===== config.mk =====
export PLATFORM = sky130hd
export DESIGN_NAME = alu_bit_slice
export DESIGN_NICKNAME = d
export VERILOG_FILES = /design/src/rtl/alu_bit_slice.sv
export SDC_FILE = /design/constraint.sdc
export NUM_CORES = 1
export LEC_CHECK = 0
export ABC_AREA = 0
export BUFFER_PORTS_ARGS = -buffer_cell sky130_fd_sc_hd__buf_4
export CAP_MARGIN = 25
export CORE_AREA = 5 5 42 44
export DETAILED_ROUTE_END_ITERATION = 7
export DIE_AREA = 0 0 47 49
export GPL_TIMING_DRIVEN = 0
export PLACE_DENSITY = 0.44
export SLEW_MARGIN = 0
export SYNTH_ARGS = -nofsm -noshare
export SYNTH_HDL_FRONTEND = slang
export SYNTH_SLANG_ARGS = --single-unit

===== constraint.sdc =====
create_clock -name clk -period 1.6 [get_ports clk]
set_input_delay 0.24 -clock clk [delete_from_list [all_inputs] [get_ports clk]]
set_output_delay 0.24 -clock clk [all_outputs]
set_load 0.05 [all_outputs]

===== src/rtl/alu_bit_slice.sv =====
`default_nettype none
// ============================================================================
// Module   : alu_bit_slice
// Purpose  : Parameterised ripple ALU slice with OR / AND / ADD and a fourth
//            operation chosen at build time. Combinational result/cout feed
//            the datapath directly; a registered copy plus a zero flag feed
//            the next pipeline stage. WIDTH=1 is the single-bit slice that
//            is cascaded through cin/cout in the CPU datapath.
//
// Build macro:
//   ALU_SUB_EN  defined   -> op 2'b11 = subtract-with-carry (a + ~b + cin)
//               undefined -> op 2'b11 = XOR (a ^ b), cout = 0
//
// Ports:
//   clk       in   1      clock (registered outputs only)
//   rst_n     in   1      asynchronous active-low reset
//   a         in   WIDTH  operand A
//   b         in   WIDTH  operand B
//   cin       in   1      carry-in, used by arithmetic ops only
//   op        in   2      00 OR, 01 AND, 10 ADD, 11 SUB/XOR
//   result    out  WIDTH  combinational result
//   cout      out  1      combinational carry-out
//   result_q  out  WIDTH  registered result
//   cout_q    out  1      registered carry-out
//   zero_q    out  1      registered (result == 0)
//
// Revision : 1.0  initial release
// ============================================================================
module alu_bit_slice #(
    parameter int WIDTH = 1
) (
    input  logic             clk,
    input  logic             rst_n,
    input  logic [WIDTH-1:0] a,
    input  logic [WIDTH-1:0] b,
    input  logic             cin,
    input  logic [1:0]       op,
    output logic [WIDTH-1:0] result,
    output logic             cout,
    output logic [WIDTH-1:0] result_q,
    output logic             cout_q,
    output logic             zero_q
);

    localparam logic [1:0] c_OP_OR  = 2'b00;
    localparam logic [1:0] c_OP_AND = 2'b01;
    localparam logic [1:0] c_OP_ADD = 2'b10;
    localparam logic [1:0] c_OP_ALT = 2'b11;

    logic [WIDTH-1:0] w_b_eff;
    logic [WIDTH:0]   w_sum;

    // A single adder serves both ADD and SUB; subtraction just inverts b.
    // The caller supplies cin=1 to complete the two's-complement negate,
    // which lets cin chain across slices as an inverted borrow.
`ifdef ALU_SUB_EN
    assign w_b_eff = (op == c_OP_ALT) ? ~b : b;
`else
    assign w_b_eff = b;
`endif

    assign w_sum = {1'b0, a} + {1'b0, w_b_eff} + {{WIDTH{1'b0}}, cin};

    always_comb begin
        result = '0;
        cout   = 1'b0;
        case (op)
            c_OP_OR:  result = a | b;
            c_OP_AND: result = a & b;
            c_OP_ADD: {cout, result} = w_sum;
`ifdef ALU_SUB_EN
            c_OP_ALT: {cout, result} = w_sum;
`else
            c_OP_ALT: result = a ^ b;
`endif
            default: begin
                result = '0;
                cout   = 1'b0;
            end
        endcase
    end

    // Reset value of zero_q is 1 so it stays consistent with result_q = 0.
    always_ff @(posedge clk or negedge rst_n) begin
        if (!rst_n) begin
            result_q <= '0;
            cout_q   <= 1'b0;
            zero_q   <= 1'b1;
        end else begin
            result_q <= result;
            cout_q   <= cout;
            zero_q   <= (result == '0);
        end
    end

endmodule
`default_nettype wire


# After elaboration in Yosys (flattened, before gate mapping)
# Cells that the tools add are included.
dict set report totals {
  regBits 3
  romBits 0
  out_inout_bits 5
  mem_bits_rw 0
  wordCells 15
  mem_count 0
  latch_bits 0
}
dict set report classes {
  n_addsub 2
  multipliers 0
  n_eq_ne 3
  n_bitwise 4
  muxes 2
  n_div 0
  shift 0
  n_reduce_logical 1
  magnitude_cmp 0
}
# op count
set op_table {}
lappend op_table {{equality test 2 bit, second input constant} 2}
lappend op_table {{case mux 1 bit (4 select lines)} 1}
lappend op_table {{adder 1 x 1 -> 2 bit} 1}
lappend op_table {{adder 2 x 1 -> 2 bit} 1}
lappend op_table {{equality test 2 x 1 -> 1 bit, second input constant} 1}
lappend op_table {{zero test 2 bit} 1}
lappend op_table {{AND 1 bit} 1}
lappend op_table {{two-way mux 1 bit} 1}
lappend op_table {{NOT 1 bit} 1}
lappend op_table {{OR 1 bit} 1}
lappend op_table {{XOR 1 bit} 1}

# Longest topological paths before layout
dict set report logic_depth {
  ltp_word 4
  ltp_mapped 4
  depth_no_buf 4
}

# Least setup slack after synthesis
# No wires, ideal clock.
dict set report synth_path {
  path_kind {input to register}
  start {input port a}
  end {register result_q}
  setup_slack_ns -0.125
  path_stages 2
  setup_ns 0.243
  path_buffers 0
  t_arrival_ns 1.482
  path_cell_list {fa_1 mux4_1}
}
dict set report synth_between {
  elab_chain_cells 3
  word_cells_on_any_way 6
  classes_between {add/sub (2); mux (1); bitwise (3)}
}
# item line_no
set synth_lines {}
lappend synth_lines {{from (decl)} 34} ;# input logic [WIDTH-1:0] a,
lappend synth_lines {{adder 1 x 1 -> 2 bit} 62} ;# assign w_sum = {1'b0, a} + {1'b0, w_b_eff} + {{WIDTH{1'b0}}, cin};
lappend synth_lines {{adder 2 x 1 -> 2 bit} 62}
lappend synth_lines {{case mux 1 bit (4 select lines) (*)} 67} ;# case (op)
lappend synth_lines {{via result} 38} ;# output logic [WIDTH-1:0] result,
lappend synth_lines {{to (signal assigned)} 90} ;# result_q <= result;
lappend synth_lines {{to (decl)} 40} ;# output logic [WIDTH-1:0] result_q,
# The timed path passes the listed nets; every way through them passes the cells marked *.

# Worst setup path in the final report
dict set report layout_path {
  start {input port cin}
  end {output port result}
}
dict set report layout_between {
  elab_chain_cells 2
}
# item line_no
set layout_lines {}
lappend layout_lines {{from (decl)} 36} ;# input logic cin,
lappend layout_lines {{adder 2 x 1 -> 2 bit} 62}
lappend layout_lines {{case mux 1 bit (4 select lines)} 67}
lappend layout_lines {{to (decl)} 38}
# Every way passes these cells.

==> results.yml <==
die:
  die_w_um: 47
  die_h_um: 49
  num_io_pins: 12
  row_count: 14
  fp.coreArea_mm2: 0.00140
  die-area_mm2: 0.00230
  start_util_pct: 14.7
synthesis:
  synthesis.nets: 25
  syn-mean-instance-area_um2: 13.8
  synthesis.area_um2: 206
  seq_area_frac_synth_pct: 37.0
  syn-instance-count: 15
  synth_seq_cells: 3
  ys_warn_count: 0
  yosysUniqueCellTypes: 7
route:
  drc: 0
  finalWirelength_um: 491
  via_per_inst: 3.77
  first_pass_iters: 1
  wire_per_inst_um: 10.4
  vias: 177
  ant_nets: 0
  initialDrtViolationCount: 0
timing:
  rsz0062_at_grt: "yes"
  setup_viol_count_final: 1
  worst_pin_slew_ps: 148
  setup_ws_ps: -150
  post-route-min-period_ps: 1750
  slew_violations: 0
  whs_ps: 290
  relSlewSlack_pct: 90.2
  max_freq_ghz: 0.572
  final_hold_viol_count: 0
  post-route-period-util_pct: 109
cts:
  cts_buffer_depth: 2
  cts_buffers: 3
  cts_setup_buffers: 0
  clk_pin_slew_ps: 30
  cts_tree: "yes"
  cts_max_level: 1
  cts_root_buf: "clkbuf_4"
  cts_num_sinks: 3
worst_hold_path:
  hold_class: "in -> reg"
outcome:
  status: "complete, but fails checks"
  violations: "negative setup slack"
global_routing:
  gr-total-overflow: 0
  grt_usage_pct: 5.09
  grt_max_degree: 4
  grt_pass1_vias: 197
  grt_antenna_before_repair: 0
  grt_first_pass_wirelength_um: 752
job:
  cap_violations: 0
placed_design:
  hpwl_um: 431
  pre_cts_slack_ps: -207
  place_congestion: 0.633
  io_buffers: 11
layout:
  antenna_cells: 0
  mostFrequentLayoutCell: "buf_4"
  drive_gt1_share_pct: 54.8
  most-common-layout-cells: "8 x buf_4, 6 x inv_1, 3 x clkbuf_4"
  nets: 42
  syn_to_final_growth_pct: 72.7
critical_path:
  path_max_fanout: 2
  critPathCaptureType: "output port"
  crit_type: "in -> out"
  crit_arrival_ps: 1510
  required_ps: 1360
  cp-start-kind: "input port"
power:
  p_leak_nw: 0.187
  cellInternalPower_uw: 232
  power_frac_seq_pct: 26.1
  sw_frac_of_total_pct: 32.5
  peakVddDrop_mv: 0.230
  switchingPower_uw: 112
  comb_power_share_pct: 36.4
  clock_power_share_pct: 37.5
  p_per_area_mw_per_mm2: 962
## per-stage QoR
stage	util [%]	power, mW	TNS [ps]	instances	area [µm²]
2_1_floorplan	-	0.163	0	15	203
3_3_place_gp	21.8	0.202	-168	42	305
3_5_place_dp	21.8	0.207	-207	42	305
4_1_cts	25.4	0.354	-159	47	357
5_1_grt	25.4	0.367	-179	47	357
6_report	25.4	0.343	-150	47	357
## flip-flops by register name, indices dropped and copies added (netlist names)
signal and flops:
cout_q 1, zero_q 1, result_q 1
## layout make-up
| type | instances | area (µm²) |
|---|---|---|
| sequential | 3 | 76.3 |
| inverter | 6 | 22.5 |
| tap | 16 | 20.0 |
| timing repair buffer | 12 | 108 |
| fill | 158 | 1040 |
| clock buffer | 4 | 26.3 |
| multi-input combinational | 6 | 104 |
## path summary, 6_finish.rpt
check	slack (ps)	from	to	depth (start not counted)
setup / recovery	-150	cin	result	4
hold / removal	290	op[0]	zero_q	2
max in group asynchronous	1070	rst_n	zero_q	2
min in group asynchronous	340	rst_n	result_q	2
## logic make-up after synthesis
family                     synth area share, %
buffers and inverters                     10.9
adders and majority gates                 21.8
DFF                                       37.0
muxes                                     25.5
and+or+nand+nor                           4.85
## synthesized netlist by cell type (all sizes together)
| cell | count | area [µm²] |
|---|---|---|
| inv | 6 | 22.5 |
| dfrtp | 2 | 50.1 |
| ha | 2 | 25.0 |
| mux4 | 2 | 52.6 |
| and3b | 1 | 10.0 |
| dfstp | 1 | 26.3 |
| fa | 1 | 20.0 |
## worst max-delay path, stage by stage
cell	delay, ps
buf_6	90
fa_1	490
mux4_2	510
buf_8	170
## routing by layer
metal  share of wire (%)  track usage, %  vias up
li1                    -               -       80
met5                   0               0        -
met2                  47            7.69       12
met1                  38            4.44       85
met4                   0            4.15        0
met3                  15            3.32        0
## power groups by stage
stage                     Clock, mW  Combinational (mW)  Sequential [mW]
final                         0.129               0.125           0.0896
after global routing          0.144               0.133           0.0901
after CTS                     0.138               0.127           0.0896
after detailed placement          0               0.117           0.0905
after global placement            0               0.112           0.0900
after floorplan                   0              0.0410            0.122
## what timing repair did
| item | 4_1_cts | 5_1_grt |
|---|---|---|
| hold buffers | 1 | 0 |
| endpoints found under the hold margin | 3 | 0 |
| pin swaps | 1 | 0 |
| endpoints found under the setup margin | 1 | 1 |
| resized for setup | 4 | 0 |
No activity file was read; power rests on OpenSTA's default activity.
